===== config.mk =====
export PLATFORM = sky130hd
export DESIGN_NAME = stream_maxmin_reduce
export DESIGN_NICKNAME = d
export VERILOG_FILES = /design/src/rtl/stream_maxmin_reduce.sv
export SDC_FILE = /design/constraint.sdc
export NUM_CORES = 1
export LEC_CHECK = 0
export CAP_MARGIN = 20
export CORE_MARGIN = 3
export CORE_UTILIZATION = 44
export CTS_CLUSTER_DIAMETER = 100
export CTS_CLUSTER_SIZE = 16
export DETAILED_ROUTE_END_ITERATION = 10
export GPL_TIMING_DRIVEN = 0
export PLACE_DENSITY = 0.87
export SLEW_MARGIN = 20
export SYNTH_ARGS = -nofsm -noshare
export SYNTH_HDL_FRONTEND = slang
export SYNTH_SLANG_ARGS = --single-unit

===== constraint.sdc =====
create_clock -name clk -period 3.1 [get_ports clk]
set_clock_uncertainty 0.2 [all_clocks]
set_input_delay 0.62 -clock clk [delete_from_list [all_inputs] [get_ports clk]]
set_output_delay 0.62 -clock clk [all_outputs]
set_load 0.02 [all_outputs]

===== src/rtl/stream_maxmin_reduce.sv =====
// Streaming max/min reduction: finds the extreme operand of each packet, its first
// beat index and the beat count, and presents them with a valid/ready handshake.
module stream_maxmin_reduce #(
    parameter int unsigned WIDTH = 32,
    parameter int unsigned CNT_W = 8
) (
    input  logic             clk,
    input  logic             rst,
    input  logic             mode_min,
    input  logic             mode_signed,
    input  logic             in_valid,
    output logic             in_ready,
    input  logic [WIDTH-1:0] in_data,
    input  logic             in_last,
    output logic             out_valid,
    input  logic             out_ready,
    output logic [WIDTH-1:0] out_data,
    output logic [CNT_W-1:0] out_index,
    output logic [CNT_W-1:0] out_count,
    output logic             out_ovf
);

    localparam logic [CNT_W-1:0] CNT_MAX = '1;

    typedef enum logic [1:0] {
        ST_IDLE  = 2'd0,
        ST_ACCUM = 2'd1,
        ST_HOLD  = 2'd2
    } state_t;

    state_t             r_state;
    state_t             w_state_nxt;
    logic               r_in_ready;
    logic               r_out_valid;
    logic [WIDTH-1:0]   r_acc;
    logic [CNT_W-1:0]   r_idx;
    logic [CNT_W-1:0]   r_cnt;
    logic               r_ovf;
    logic               r_mode_min;
    logic               r_mode_signed;

    logic               w_beat;
    logic               w_take;
    logic               w_first;
    logic               w_next;
    logic               w_cnt_sat;
    logic               w_wins;
    logic [WIDTH-1:0]   w_flip;
    logic [WIDTH-1:0]   w_cmp_in;
    logic [WIDTH-1:0]   w_cmp_acc;
    logic [CNT_W-1:0]   w_beat_idx;

    // Signed compare is done as unsigned with both MSBs inverted.
    always_comb begin
        w_flip     = {r_mode_signed, {(WIDTH-1){1'b0}}};
        w_cmp_in   = in_data ^ w_flip;
        w_cmp_acc  = r_acc ^ w_flip;
        w_wins     = r_mode_min ? (w_cmp_in < w_cmp_acc) : (w_cmp_in > w_cmp_acc);
        w_cnt_sat  = (r_cnt == CNT_MAX);
        w_beat_idx = w_cnt_sat ? CNT_MAX : r_cnt + CNT_W'(1);
    end

    // Next-state logic and handshake decode.
    always_comb begin
        w_state_nxt = r_state;
        w_beat      = in_valid && r_in_ready;
        w_take      = r_out_valid && out_ready;
        w_first     = 1'b0;
        w_next      = 1'b0;
        case (r_state)
            ST_IDLE: begin
                if (w_beat) begin
                    w_first     = 1'b1;
                    w_state_nxt = in_last ? ST_HOLD : ST_ACCUM;
                end
            end
            ST_ACCUM: begin
                if (w_beat) begin
                    w_next = 1'b1;
                    if (in_last) begin
                        w_state_nxt = ST_HOLD;
                    end
                end
            end
            ST_HOLD: begin
                if (w_take) begin
                    w_state_nxt = ST_IDLE;
                end
            end
            default: begin
                w_state_nxt = ST_IDLE;
            end
        endcase
    end

    // State register; handshake flags are registered from the next state.
    always_ff @(posedge clk) begin
        if (rst) begin
            r_state     <= ST_IDLE;
            r_in_ready  <= 1'b1;
            r_out_valid <= 1'b0;
        end else begin
            r_state     <= w_state_nxt;
            r_in_ready  <= (w_state_nxt != ST_HOLD);
            r_out_valid <= (w_state_nxt == ST_HOLD);
        end
    end

    // Accumulator, winner index, saturating beat counter and overflow flag.
    always_ff @(posedge clk) begin
        if (rst) begin
            r_acc         <= '0;
            r_idx         <= '0;
            r_cnt         <= '0;
            r_ovf         <= 1'b0;
            r_mode_min    <= 1'b0;
            r_mode_signed <= 1'b0;
        end else if (w_first) begin
            r_acc         <= in_data;
            r_idx         <= '0;
            r_cnt         <= '0;
            r_ovf         <= 1'b0;
            r_mode_min    <= mode_min;
            r_mode_signed <= mode_signed;
        end else if (w_next) begin
            if (w_cnt_sat) begin
                r_ovf <= 1'b1;
            end else begin
                r_cnt <= r_cnt + CNT_W'(1);
            end
            // Strict compare keeps the earliest beat on ties.
            if (w_wins) begin
                r_acc <= in_data;
                r_idx <= w_beat_idx;
            end
        end
    end

    assign in_ready  = r_in_ready;
    assign out_valid = r_out_valid;
    assign out_data  = r_acc;
    assign out_index = r_idx;
    assign out_count = r_cnt;
    assign out_ovf   = r_ovf;

endmodule


==> results of run 1 <==
==> how the worst max path moves through the flow <==
stage	slack, ps	start	depth (start not counted)	to
after floorplan	6	in_data[31]	10	out_data[0]
after global placement	-800	in_data[31]	11	out_data[23]
after detailed placement	-890	in_data[31]	11	out_data[1]
after CTS	20	in_data[19]	11	out_index[7]
after global routing	-50	in_data[6]	12	out_data[23]
final	10	in_data[6]	12	out_data[23]
==> logic make-up (layout without fill, tap and decap cells) <==
kind of cell | count (synthesis) | after routing | share of synthesized area
XOR/XNOR | 12 | 12 | 0.0317
multiplexers | 42 | 42 | 0.127
AND/OR/NAND/NOR | 144 | 144 | 0.243
flip-flops | 55 | 55 | 0.332
adder cells (fa/ha/maj) | 33 | 33 | 0.124
buffers and inverters | 52 | 172 | 0.0690
AO/OA/AOI/OAI | 38 | 38 | 0.0728
==> registers in the layout, summed over array words and instances, names as in the netlist <==
name and cells:
in_ready 1, out_index 8, out_count 8, out_valid 1, r_state 2, out_ovf 1, r_mode_min 1, out_data 32
r_mode_signed 1
==> power by group <==
part           leakage (nW)  switching (mW)  internal [mW]
sequential            0.451          0.0428          0.753
combinational          1.49           0.326          0.360
clock                0.0654           0.233          0.323
==> metrics by stage <==
step	setup TNS, ps	setup WS [ps]
5_1_grt	-199	-51.6
6_report	0	11.3
3_5_place_dp	-32090	-894
2_1_floorplan	0	5.87
4_1_cts	0	15.1
3_3_place_gp	-29070	-803
==> what timing repair did <==
action	4_1_cts	5_1_grt
endpoints found under the setup margin	40	40
hold buffers	0	0
pin swaps	41	20
buffers inserted	20	2
cloned	3	0
hold endpoints to repair	0	0
gates resized for setup	71	49
==> worst max-delay path, stage by stage <==
cell and delay (ps):
dlygate4sd2_1 290, ha_4 170, a21oi_1 120, o21ai_1 100, a221oi_2 310, nor3_2 90, buf_4 140, or4_4 480
a31oi_4 270, buf_12 180, buf_12 130, mux2i_2 210
==> per-layer routing <==
layer,up-vias,track usage,part of all wire
met5,-,0,0
met4,0,0.0842,0.035
met3,28,0.0292,0.039
met2,92,0.385,0.51
met1,1441,0.255,0.42
li1,1506,-,-
==> cell usage after synthesis (all sizes together) (7+ instances only) <==
cell / n / share of area
xor2: 9 / 0.024
mux2i: 42 / 0.13
clkbuf: 11 / 0.012
o21ai: 8 / 0.012
dfxtp: 55 / 0.33
ha: 33 / 0.12
nand2: 23 / 0.026
nand3: 8 / 0.012
nor2: 19 / 0.022
nand4: 7 / 0.015
inv: 38 / 0.043
nand2b: 65 / 0.12
a21oi: 18 / 0.027
==> area by class of cell <==
class	count	area share
plain buffers	14	0.0192
clock inverters	2	0.0120
flip-flops and latches	55	0.220
clock buffers	6	0.0144
repair buffers	112	0.219
inverters	38	0.0284
well taps	99	0.0247
multi-input cells	269	0.462
==> results.py, run 1 <==
metrics = {
    "outcome": {
        "status": "finished clean",
    },
    "sta": {
        "finalSetupViolCount": 0,
        "worstMarginPinSlew_ps": 436,
        "finalCriticalPeriod_ps": 3090,
        "hold_violations": 0,
        "fin_crit_sh": 0.996,
        "fin_hold_ws_ps": 269,
        "timing.fmax_mhz": 324,
        "relSlewSlack": 0.709,
        "slew_viol_final": 0,
        "rsz0062_at_grt": "yes",
    },
    "power": {
        "power_density_mw_per_mm2": 406,
        "irDropWorstVdd_mv": 0.233,
        "power_leakage_nw": 2.01,
        "finalPower_mw": 2.04,
    },
    "setup_path": {
        "rr_startpoint": "out_data[27]",
        "worstPathMaxFanout": 5,
        "r2r_slack_ps": 40,
        "cp.required_ps": 3140,
        "start_kind": "input pin",
        "cp.arrival_ps": 3130,
        "critPathKind": "in2reg",
        "endpoint_kind": "register",
        "ff2ff_path_depth": 13,
        "reg2reg_to": "out_data[23]",
    },
    "floorplan": {
        "core_mm2": 0.00729,
        "boundaryPins": 90,
        "initial_core_util": 0.455,
        "rows": 31,
        "die-area_mm2": 0.00862,
        "die_x_um": 92.8,
        "die_h_um": 92.8,
    },
    "finish": {
        "final_common_cell": "nand2b_1",
        "nets": 567,
        "multi_input_area_mm2": 0.00232,
        "area_delta_synth_final_pct": 51.4,
        "drive_gt1_frac": 0.192,
        "final_cell_area_mm2": 0.00502,
        "seq_area_mm2": 0.00110,
        "instances_no_fill": 595,
        "final_util": 0.689,
        "final_cell_mix": "65 x nand2b_1, 56 x clkdlybuf4s50_1, 52 x dfxtp_1",
        "n_antenna_cell": 0,
        "num-fill-cells": 568,
    },
    "synth": {
        "synth_cell_types": 37,
        "synth_seq_cells": 55,
        "netlist_area_mm2": 0.00332,
        "synth.avg_cell_area_um2": 8.82,
        "synthesis.instances": 376,
        "ys_seq_area_frac": 0.332,
        "synth_edf_count": 0,
        "yosysWarningCount": 0,
        "synth_flop_cell": "dfxtp_1",
        "postSynth.asyncResetShare": 0,
        "syn_nets": 448,
    },
    "route": {
        "first_pass_iters": 4,
        "drt-wirelength-per-cell_um": 15.7,
        "finalWirelength_um": 9370,
        "viasPerCell": 5.15,
        "vias": 3067,
        "route.detailed.drc": 0,
        "drt-initial-drc-count": 111,
        "antenna_left": 0,
    },
    "place": {
        "dpl.cell_count": 563,
        "gp_congestion": 0.824,
        "dp_hpwl_um": 6240,
        "placed_cell_area_mm2": 0.00434,
        "port_buffers": 88,
    },
    "clock_tree": {
        "clk_path_buf_depth": 2,
        "cts-root-buf": "clkbuf_8",
        "clock_latency_ps": 310,
        "cts_tree": "built",
        "cts_made_buffers": 5,
        "cts_sinks": 55,
        "htreeDepth": 2,
        "path_clk_slew_ps": 100,
    },
    "worst_hold_path": {
        "min_to": "out_index[3]",
        "min_path_type": "reg2reg",
        "hold_path_depth": 2,
        "hp-start": "out_index[3]",
    },
    "global_route": {
        "grt_antenna_before_repair": 0,
        "grt_pass1_wl_um": 15000,
        "grt_util_all_layers": 0.214,
        "first_global_vias": 3140,
        "grt-ovfl-total": 0,
        "grt_max_degree": 17,
    },
    "run": {
        "cap_violations": 0,
    },
}
No activity file was read; power rests on OpenSTA's default activity.
==> run 2: changes to the inputs <==
--- a/config.mk
+++ b/config.mk
@@ -7,12 +7,13 @@
 export LEC_CHECK = 0
 export CAP_MARGIN = 20
 export CORE_MARGIN = 3
-export CORE_UTILIZATION = 44
+export CORE_UTILIZATION = 45
 export CTS_CLUSTER_DIAMETER = 100
 export CTS_CLUSTER_SIZE = 16
 export DETAILED_ROUTE_END_ITERATION = 10
+export GPL_ROUTABILITY_DRIVEN = 0
 export GPL_TIMING_DRIVEN = 0
-export PLACE_DENSITY = 0.87
+export PLACE_DENSITY = 0.85
 export SLEW_MARGIN = 20
 export SYNTH_ARGS = -nofsm -noshare
 export SYNTH_HDL_FRONTEND = slang
==> constraint.sdc (replaced) <==
create_clock -name clk -period 2.9 [get_ports clk]
set_clock_uncertainty 0.2 [all_clocks]
set_input_delay 0.58 -clock clk [delete_from_list [all_inputs] [get_ports clk]]
set_output_delay 0.58 -clock clk [all_outputs]
set_load 0.02 [all_outputs]
==> results.py, run 2 (same netlist as run 1, synthesis figures left out) <==
metrics = {
    "finish": {
        "final_util": 0.716,
        "multi_input_area_mm2": 0.00232,
        "num-fill-cells": 509,
        "instances_no_fill": 596,
        "final_common_cell": "nand2b_1",
        "drive_gt1_frac": 0.192,
        "final_cell_mix": "65 x nand2b_1, 57 x clkdlybuf4s50_1, 48 x dfxtp_1",
        "largest_reg_flops": 32,
        "area_delta_synth_final_pct": 50.7,
        "seq_area_mm2": 0.00111,
        "nets": 570,
    },
    "clock_tree": {
        "path_clk_slew_ps": 110,
        "clock_latency_ps": 320,
        "cts-root-buf": "clkbuf_8",
        "clk_path_buf_depth": 2,
        "cts_sinks": 55,
        "cts_made_buffers": 5,
        "htreeDepth": 2,
        "cts_tree": "built",
    },
    "run": {
        "cap_violations": 0,
    },
    "route": {
        "viasPerCell": 5.24,
        "route.detailed.drc": 0,
        "antenna_left": 0,
        "vias": 3125,
        "first_pass_iters": 6,
        "drt-initial-drc-count": 131,
        "drt-wirelength-per-cell_um": 16.2,
        "finalWirelength_um": 9650,
    },
    "worst_hold_path": {
        "min_path_type": "reg2reg",
    },
    "place": {
        "port_buffers": 88,
        "dpl.cell_count": 560,
        "dp_hpwl_um": 6060,
        "dpl_worst_slack_ps": -903,
    },
    "global_route": {
        "grt_max_degree": 19,
        "met2_usage": 0.386,
        "grt_pass1_wl_um": 15000,
        "grt_util_all_layers": 0.215,
        "grt.busiest_layer": "met2",
        "first_global_vias": 3210,
        "grt-ovfl-total": 0,
        "grt_use_met1": 0.253,
        "use_met3": 0.0500,
        "grt_antenna_before_repair": 1,
    },
    "outcome": {
        "status": "finished with violations",
        "violations": "negative setup slack",
    },
    "sta": {
        "postLayoutSetupSlackWorst_ps": -165,
        "setup_tns_ps": -4580,
        "rsz0062_at_grt": "yes",
        "fin_crit_sh": 1.06,
        "relSlewSlack": 0.650,
        "worstMarginPinSlew_ps": 525,
        "hold_violations": 0,
        "finalSetupViolCount": 40,
        "slew_viol_final": 0,
        "timing.fmax_mhz": 326,
        "finalCriticalPeriod_ps": 3070,
    },
    "setup_path": {
        "worstPathMaxFanout": 10,
        "cp.required_ps": 2950,
        "cp.arrival_ps": 3110,
        "endpoint_kind": "register",
        "critPathKind": "reg2reg",
        "start_kind": "register",
    },
    "power": {
        "finalPower_mw": 2.10,
        "power_leakage_nw": 1.97,
        "irDropWorstVdd_mv": 0.247,
        "power_density_mw_per_mm2": 420,
    },
    "floorplan": {
        "die_x_um": 91.9,
        "rows": 30,
        "die_h_um": 91.9,
        "initial_core_util": 0.475,
        "core_mm2": 0.00698,
        "die-area_mm2": 0.00844,
        "boundaryPins": 90,
    },
}
==> run 2: power breakdown <==
group / switching (mW) / total, mW / internal [mW]
Combinational: 0.348 / 0.710 / 0.362
Clock: 0.279 / 0.539 / 0.261
Sequential: 0.0456 / 0.851 / 0.806
Total: 0.672 / 2.10 / 1.43
==> run 2: final timing paths <==
path                                    start            to  slack [ps]  depth (start not counted)
worst min-delay path             out_index[3]  out_index[3]         270                          2
worst min register to register   out_index[3]  out_index[3]         270                          2
worst max register to register  r_mode_signed  out_data[25]        -170                         12
worst max-delay path            r_mode_signed  out_data[25]        -170                         12
==> run 2: worst max-delay path: stages, from the launching register on <==
cell,delay (ps)
dfxtp_4,380
xor2_1,160
ha_1,290
nand4_1,160
nor4_4,70
buf_4,140
a21oi_2,130
o211ai_1,160
or4_4,590
a31oi_4,220
buf_12,160
buf_12,140
mux2i_1,180
==> run 2: repair_timing <==
action	CTS	global route
setup endpoints to repair	40	40
hold buffers	0	0
gates resized for setup	85	22
gates cloned	2	0
setup buffers	22	5
pin swaps	45	19
==> run 2: cell type report <==
class / instances / share of cell area
clock buffer: 5 / 0.0138
sequential: 55 / 0.223
buffer: 14 / 0.0193
tap: 96 / 0.0240
timing repair buffer: 115 / 0.218
clock inverter: 3 / 0.00926
antenna: 1 / 0.000501
inverter: 38 / 0.0285
multi-input combinational: 269 / 0.464
==> run 2: metrics by stage <==
| stage | area (um2) | hold WS (ps) |
|---|---|---|
| global placement | 4370 | 247 |
| floorplan | 3370 | 259 |
| finish | 5000 | 268 |
| detailed placement | 4370 | 256 |
| CTS | 4920 | 270 |
| global route | 5000 | 281 |
==> run 2: routing by layer <==
layer / share of wire / up-vias
met4: 0.022 / 0
met1: 0.41 / 1486
met2: 0.51 / 104
met5: 0 / -
met3: 0.059 / 22
li1: - / 1513
